[config.mk]
export PLATFORM = sky130hd
export DESIGN_NAME = neuron_state_seq_flat
export DESIGN_NICKNAME = d
export VERILOG_FILES = /design/src/rtl/neuron_state_seq_if.sv /design/src/rtl/neuron_state_seq.sv /design/src/flat_wrapper.sv
export SDC_FILE = /design/constraint.sdc
export NUM_CORES = 1
export LEC_CHECK = 0
export ABC_AREA = 1
export CAP_MARGIN = 0
export CORE_MARGIN = 2
export CORE_UTILIZATION = 30
export DETAILED_ROUTE_END_ITERATION = 8
export PLACE_DENSITY = 0.52
export SLEW_MARGIN = 20
export SYNTH_ARGS = -nofsm -noshare
export SYNTH_HDL_FRONTEND = slang
export SYNTH_SLANG_ARGS = --single-unit
[constraint.sdc]
create_clock -name clk -period 4.05 [get_ports clk]
set_input_delay 0.81 -clock clk [delete_from_list [all_inputs] [get_ports clk]]
set_output_delay 0.81 -clock clk [all_outputs]
set_load 0.02 [all_outputs]
[src/rtl/neuron_state_seq_if.sv]
// Handshake and datapath bundle between a neuron_state_seq, its controller,
// the v_equation block and the spike consumer.
interface neuron_state_seq_if #(
  parameter int TICK_W = 16
);
  logic                     step;
  logic signed [10:0]       I_in;
  logic signed [31:0]       veq_v;
  logic signed [31:0]       veq_u;
  logic signed [10:0]       veq_I;
  logic signed [31:0]       veq_v_out;
  logic                     veq_spike;
  logic                     busy;
  logic                     done;
  logic                     spike_valid;
  logic                     spike_ready;
  logic        [TICK_W-1:0] spike_time;
  logic signed [31:0]       v_state;
  logic signed [31:0]       u_state;

  modport master (
    output step, I_in, veq_v_out, veq_spike, spike_ready,
    input  veq_v, veq_u, veq_I, busy, done, spike_valid, spike_time, v_state, u_state
  );

  modport slave (
    input  step, I_in, veq_v_out, veq_spike, spike_ready,
    output veq_v, veq_u, veq_I, busy, done, spike_valid, spike_time, v_state, u_state
  );
endinterface

[src/rtl/neuron_state_seq.sv]
// Izhikevich per-neuron state sequencer around a combinational v_equation.
// Optional feature: define SPIKE_COUNT_EN to add a saturating spike_count output.
module neuron_state_seq #(
  parameter int V_INIT  = -650,
  parameter int U_INIT  = -130,
  parameter int D       = 80,
  parameter int A_SHIFT = 6,
  parameter int B_SHIFT = 2,
  parameter int TICK_W  = 16
) (
  input  logic               clk,
  input  logic               rst,
`ifdef SPIKE_COUNT_EN
  output logic [15:0]        spike_count,
`endif
  neuron_state_seq_if.slave  bus
);

  localparam logic signed [31:0] V_RST = 32'(V_INIT);
  localparam logic signed [31:0] U_RST = 32'(U_INIT);
  localparam logic signed [31:0] D_INC = 32'(D);

  typedef enum logic [1:0] {IDLE, EVAL, UPDATE, EMIT} state_t;

  state_t state, state_nxt;

  logic signed [31:0] v_reg, u_reg;
  logic signed [10:0] I_reg;
  logic signed [31:0] v_new_p1;
  logic               spk_p1;
  logic [TICK_W-1:0]  tick;
  logic [TICK_W-1:0]  spike_time_r;
  logic               done_r;
  logic               spike_valid_r;
  logic               accept;
  logic               handshake;
  logic               busy_c;

  // Recovery relaxation toward b*v; both shifts floor toward -inf.
  function automatic logic signed [31:0] u_decay(input logic signed [31:0] v,
                                                 input logic signed [31:0] u);
    logic signed [31:0] diff;
    diff = (v >>> B_SHIFT) - u;
    return u + (diff >>> A_SHIFT);
  endfunction

  function automatic logic signed [31:0] u_bump(input logic signed [31:0] u);
    return u + D_INC;
  endfunction

  // A step coinciding with the done pulse is dropped, not just one while busy.
  assign accept    = (state == IDLE) && bus.step && !done_r;
  assign handshake = (state == EMIT) && bus.spike_ready;

  always_comb begin
    state_nxt = state;
    busy_c    = 1'b1;
    case (state)
      IDLE: begin
        busy_c = 1'b0;
        if (accept) state_nxt = EVAL;
      end
      EVAL:    state_nxt = UPDATE;
      UPDATE:  state_nxt = spk_p1 ? EMIT : IDLE;
      EMIT:    if (bus.spike_ready) state_nxt = IDLE;
      default: state_nxt = IDLE;
    endcase
  end

  always_ff @(posedge clk) begin
    if (rst) state <= IDLE;
    else     state <= state_nxt;
  end

  // EVAL -> p1: capture v_equation result; only read in UPDATE, so no reset needed.
  always_ff @(posedge clk) begin
    if (state == EVAL) begin
      v_new_p1 <= bus.veq_v_out;
      spk_p1   <= bus.veq_spike;
    end
  end

  // UPDATE: commit v/u, advance the tick, raise the event or retire.
  always_ff @(posedge clk) begin
    if (rst) begin
      v_reg         <= V_RST;
      u_reg         <= U_RST;
      I_reg         <= '0;
      tick          <= '0;
      done_r        <= 1'b0;
      spike_valid_r <= 1'b0;
      spike_time_r  <= '0;
    end else begin
      done_r <= 1'b0;
      if (accept) I_reg <= bus.I_in;
      if (state == UPDATE) begin
        v_reg <= v_new_p1;
        u_reg <= spk_p1 ? u_bump(u_reg) : u_decay(v_reg, u_reg);
        tick  <= tick + 1'b1;
        if (spk_p1) begin
          spike_time_r  <= tick;
          spike_valid_r <= 1'b1;
        end else begin
          done_r <= 1'b1;
        end
      end
      if (handshake) begin
        spike_valid_r <= 1'b0;
        done_r        <= 1'b1;
      end
    end
  end

`ifdef SPIKE_COUNT_EN
  always_ff @(posedge clk) begin
    if (rst)                                   spike_count <= '0;
    else if (handshake && spike_count != '1)   spike_count <= spike_count + 16'd1;
  end
`endif

  assign bus.veq_v       = v_reg;
  assign bus.veq_u       = u_reg;
  assign bus.veq_I       = I_reg;
  assign bus.v_state     = v_reg;
  assign bus.u_state     = u_reg;
  assign bus.busy        = busy_c;
  assign bus.done        = done_r;
  assign bus.spike_valid = spike_valid_r;
  assign bus.spike_time  = spike_time_r;

endmodule

[src/flat_wrapper.sv]
// flat-port wrapper written by rule: the top's interface ports become plain ports
module neuron_state_seq_flat 
#(
  parameter int V_INIT  = -650,
  parameter int U_INIT  = -130,
  parameter int D       = 80,
  parameter int A_SHIFT = 6,
  parameter int B_SHIFT = 2,
  parameter int TICK_W  = 16
)
  (clk, rst, bus_step, bus_I_in, bus_veq_v_out, bus_veq_spike, bus_spike_ready, bus_veq_v, bus_veq_u, bus_veq_I, bus_busy, bus_done, bus_spike_valid, bus_spike_time, bus_v_state, bus_u_state);
  neuron_state_seq_if #(.TICK_W(TICK_W)) bus_i ();
  input  logic clk;
  input  logic rst;
  input wire logic [$bits(bus_i.step)-1:0] bus_step;
  input wire logic [$bits(bus_i.I_in)-1:0] bus_I_in;
  input wire logic [$bits(bus_i.veq_v_out)-1:0] bus_veq_v_out;
  input wire logic [$bits(bus_i.veq_spike)-1:0] bus_veq_spike;
  input wire logic [$bits(bus_i.spike_ready)-1:0] bus_spike_ready;
  output wire logic [$bits(bus_i.veq_v)-1:0] bus_veq_v;
  output wire logic [$bits(bus_i.veq_u)-1:0] bus_veq_u;
  output wire logic [$bits(bus_i.veq_I)-1:0] bus_veq_I;
  output wire logic [$bits(bus_i.busy)-1:0] bus_busy;
  output wire logic [$bits(bus_i.done)-1:0] bus_done;
  output wire logic [$bits(bus_i.spike_valid)-1:0] bus_spike_valid;
  output wire logic [$bits(bus_i.spike_time)-1:0] bus_spike_time;
  output wire logic [$bits(bus_i.v_state)-1:0] bus_v_state;
  output wire logic [$bits(bus_i.u_state)-1:0] bus_u_state;
  assign bus_i.step = bus_step;
  assign bus_i.I_in = bus_I_in;
  assign bus_i.veq_v_out = bus_veq_v_out;
  assign bus_i.veq_spike = bus_veq_spike;
  assign bus_i.spike_ready = bus_spike_ready;
  assign bus_veq_v = bus_i.veq_v;
  assign bus_veq_u = bus_i.veq_u;
  assign bus_veq_I = bus_i.veq_I;
  assign bus_busy = bus_i.busy;
  assign bus_done = bus_i.done;
  assign bus_spike_valid = bus_i.spike_valid;
  assign bus_spike_time = bus_i.spike_time;
  assign bus_v_state = bus_i.v_state;
  assign bus_u_state = bus_i.u_state;
  neuron_state_seq #(.V_INIT(V_INIT), .U_INIT(U_INIT), .D(D), .A_SHIFT(A_SHIFT), .B_SHIFT(B_SHIFT), .TICK_W(TICK_W)) u_core (.clk(clk), .rst(rst), .bus(bus_i));
endmodule
==> impl_results.md <==
* Largest family of logic cells by synthesized area: simple AND/OR/NAND/NOR gates
* Yosys top cell by area: dfxtp_1
* Average vias per placed instance at ~4.9
* Clock Sinks at around 140
* Slew Limit Headroom at 32.97%
* Tmin final at around 3.8 ns
* Worst-case reg-to-reg path depth at 22
* Worst VDD drop at approximately 340 uV
* Min Hold Slack at between 0.4 and 0.5 ns
* Drt wl/cell at approximately 17 um
* R2R setup slack at about 0.23 ns
* Critical path's top delay family: simple AND/OR/NAND/NOR gates
* CP Cell Sequence: inv_1 > ha_1 > nand2_1 > nor2_1 > inv_1 > nor3_1 > nand4_1 > nand2_1 > xor2_1 > ha_1 > nand2_1 > nor2_1 > inv_1 > nor3_1 > and3_1 > nand2_1 > nand2_1 > nand2_1 > nand3_1 > nand2_1 > nand2_1 > nand2_1
* Min-delay src: u_core.v_new_p1[30]
* First-pass GRT wire length at 53.63 mm
* Post-synth EDFFs at 33
* Leakage at 5.888 nW
* Fin. Hold Viols at 0
* Worst Path Arrival at 4.16 ns
* Synthesis Warnings at 0
* Hold Path Depth at 2
* # diodes at 0
* Gpl congestion at just over 0.9
* RSZ-0062 raised after global routing: true
* Main synth FF type: dfxtp_1
* Highest cell delay on the worst timing path at about 0.42 ns
* Num CTS Buffers at 17
* Final period util at between 90% and 100%
* H-Tree Depth at 4
* Post-synthesis mux area share at 0%
* Cell count after synthesis at 1441
* Clock Skew at ~0.014 ns
* Commonest cells after routing, fill and taps aside: nand2_1, clkdlybuf4s50_1, nor2_1
* Fmax at between 200 and 300 MHz
* Seq cells post-synth at ~140
* Critical-path maximum fanout at 5
* Port Buffers at 205
* Share of the synthesized area in the top cell type at around 22%
* Rows at 66
* Setup Viol. Count Final at 0
* Die area at around 0.034 mm^2
* Gr ovfl total at 0
* Post-Synth Adder-Cell Area at approximately 8.5%
* DRT iter0 DRCs at about 700
* Starting density of the core at a little under a third
* DR vias at 10140
* Crit path kind: reg2reg
* Yosys cell types at 52
* Layout cells sized above 1 at ~8.6%
* Fraction of registers with async set/reset at 0%
* Post-Syn Area at roughly 0.01 mm^2
* Clock Latency Late Sink at between 0.4 and 0.5 ns
* Sequential share of the synthesized area at 32.43%
* CP required at 4.40 ns
* Nets at between 1500 and 2000
* All-Layer GR Usage at 20.26%
* Post-Route Setup TNS at 0 ns
* Buf+Inv Stages, Crit Path at 3
* Reg2reg end: u_core.bus.u_state[27]
* Status: finished, final reports clean
* Clk pin slew, worst setup/hold paths at 0.07 ns
* Largest net degree at the start of global routing at 40
* DRT antenna net count at 0
* Die X at roughly 190 um
* Least-Margin Pin Slew at around 1.0 ns
* Power per cell area at around 580 mW/mm^2
* Total nets after synthesis at roughly 1600
* TritonRoute pass-1 iters at 5
* Fin cells at about 2100
* Cell mode on critical path: nand2_1
* Power after layout at 0.007491 W
* HP Class: reg2reg
* Vias in the first global route at roughly 9600
* Post-Synth XOR/XNOR Area at about 3.4%
* FF-to-FF Start: u_core.bus.u_state[22]
* Max cap viols at 0
* DRC Markers at 0
* Simple-gate share of the synthesized area at between 20 and 30%
* Slowest cell on the critical path: ha_1
* Num ports at slightly above 200
* Top cells by area, synth: dfxtp_1, nand2_1, edfxtp_1, ha_1, a21oi_1
* Avg Inst Size Synth at about 7 um^2
* Compound-Gate Fraction of Synth Area at between 10% and 20%
* Post-Route Utilization at about two fifths
* DP HPWL at 27.57 mm
* Crit path launch: u_core.bus.u_state[22]
* CTS Buffer Depth at 2
* Initial antenna violation count at 0
* Layout area overhead at 30.69%
* Commonest non-fill, non-tap cell in the layout: nand2_1
* Post-CTS Repair Setup Buffers at 0
* Layout fillers at between 3000 and 4000
* Overall die height at around 190 um
* Core Region at between 0.03 and 0.04 mm^2
* Type of origin of the critical path: register
* Pins Over Slew Limit at 0
* CP Capture Type: register
* TritonCTS clock tree: yes
* DP Cell Count at between 2000 and 2500
* Hold endpoint: u_core.bus.v_state[30]
* Total Routed Length at roughly 34 mm
* Root buf cell: clkbuf_16
==> how the worst max path moves through the flow <==
stage	end	cells after the start
3_5_place_dp	u_core.bus.u_state[21]	19
4_1_cts	u_core.bus.u_state[21]	19
6_report	u_core.bus.u_state[27]	22
5_1_grt	u_core.bus.u_state[29]	25
2_1_floorplan	u_core.bus.u_state[26]	23
3_3_place_gp	u_core.bus.u_state[21]	19
==> sequential cells by signal, summed over array words and instances, names as in the netlist, 2 cells and up <==
signal                 count
u_core.bus.u_state        32
u_core.bus.v_state        32
u_core.v_new_p1           32
u_core.bus.spike_time     16
u_core.tick               16
u_core.bus.veq_I          11
u_core.state               2
==> worst reg2reg max path, cell delays in order, from the launching register on <==
cell and delay (ns):
dfxtp_1 0.33, inv_1 0.11, ha_1 0.42, nand2_1 0.13, nor2_1 0.12, inv_1 0.09, nor3_1 0.38, nand4_1 0.24
nand2_1 0.14, xor2_1 0.23, ha_1 0.26, nand2_1 0.13, nor2_1 0.14, inv_1 0.07, nor3_1 0.26, and3_1 0.21
nand2_1 0.11, nand2_1 0.09, nand2_1 0.05, nand3_1 0.06, nand2_1 0.05, nand2_1 0.05, nand2_1 0.04
==> cells by family after synthesis <==
logic type	count (synthesis)
and+or+nand+nor	678
AOI/OAI and AO/OA	271
buffers and inverters	243
DFF	144
adders and majority gates	67
xor gates and xnor gates	38
==> through the flow <==
stage / setup slack (ns) / instance area [um^2]
final: 0.2345 / 12950
after global routing: -0.03729 / 12950
after CTS: 0.01650 / 12850
after detailed placement: -0.02357 / 12300
after global placement: 0.06464 / 12300
after floorplan: 0.7436 / 9907
==> synth_stat cells, types with 3 or more instances <==
cell type and number:
nand2_1 366, nor2_1 144, inv_1 138, a21oi_1 124
dfxtp_1 111, nand3_1 95, o21ai_0 90, ha_1 66
buf_4 64, edfxtp_1 33, xor2_1 31, clkbuf_1 26
nor3_1 24, a21o_1 10, a31oi_1 9, nand4_1 9
nor2_2 9, nor4_1 8, inv_2 7, xnor2_1 7
o21ai_1 6, o21bai_1 5, nand3b_1 4, o211ai_1 4
o311ai_0 4, a21boi_0 3, and3_1 3, buf_1 3
nand2_2 3, o2111ai_1 3
==> timing repair <==
action,CTS,global route
gates cloned,0,0
hold buffers,0,0
hold endpoints to repair,0,0
gates resized for setup,1,24
setup endpoints to repair,1,16
pin swaps,0,1
==> final cells by class <==
class	instances	area, um^2	share of cell area (%)
clock buffers	17	425.4	3.286
clock inverters	15	123.9	0.9567
inverters	145	544.3	4.204
multi-input cells	1054	5625	43.45
flip-flops and latches	144	3218	24.86
well taps	442	553.0	4.271
repair buffers	259	2457	18.98
==> where the power goes <==
group	internal (W)	leakage, nW	switching [W]
Combinational	0.00157	4.40	0.00274
Sequential	0.00157	1.21	0.0000822
Clock	0.000803	0.273	0.000722
==> metal layers <==
metal,global-route usage (%),wire [um]
met4,5.827,589
met3,3.013,1845
met1,28.72,16690
met5,0,0
met2,31.76,15330
(Power assumes the default switching activity.)
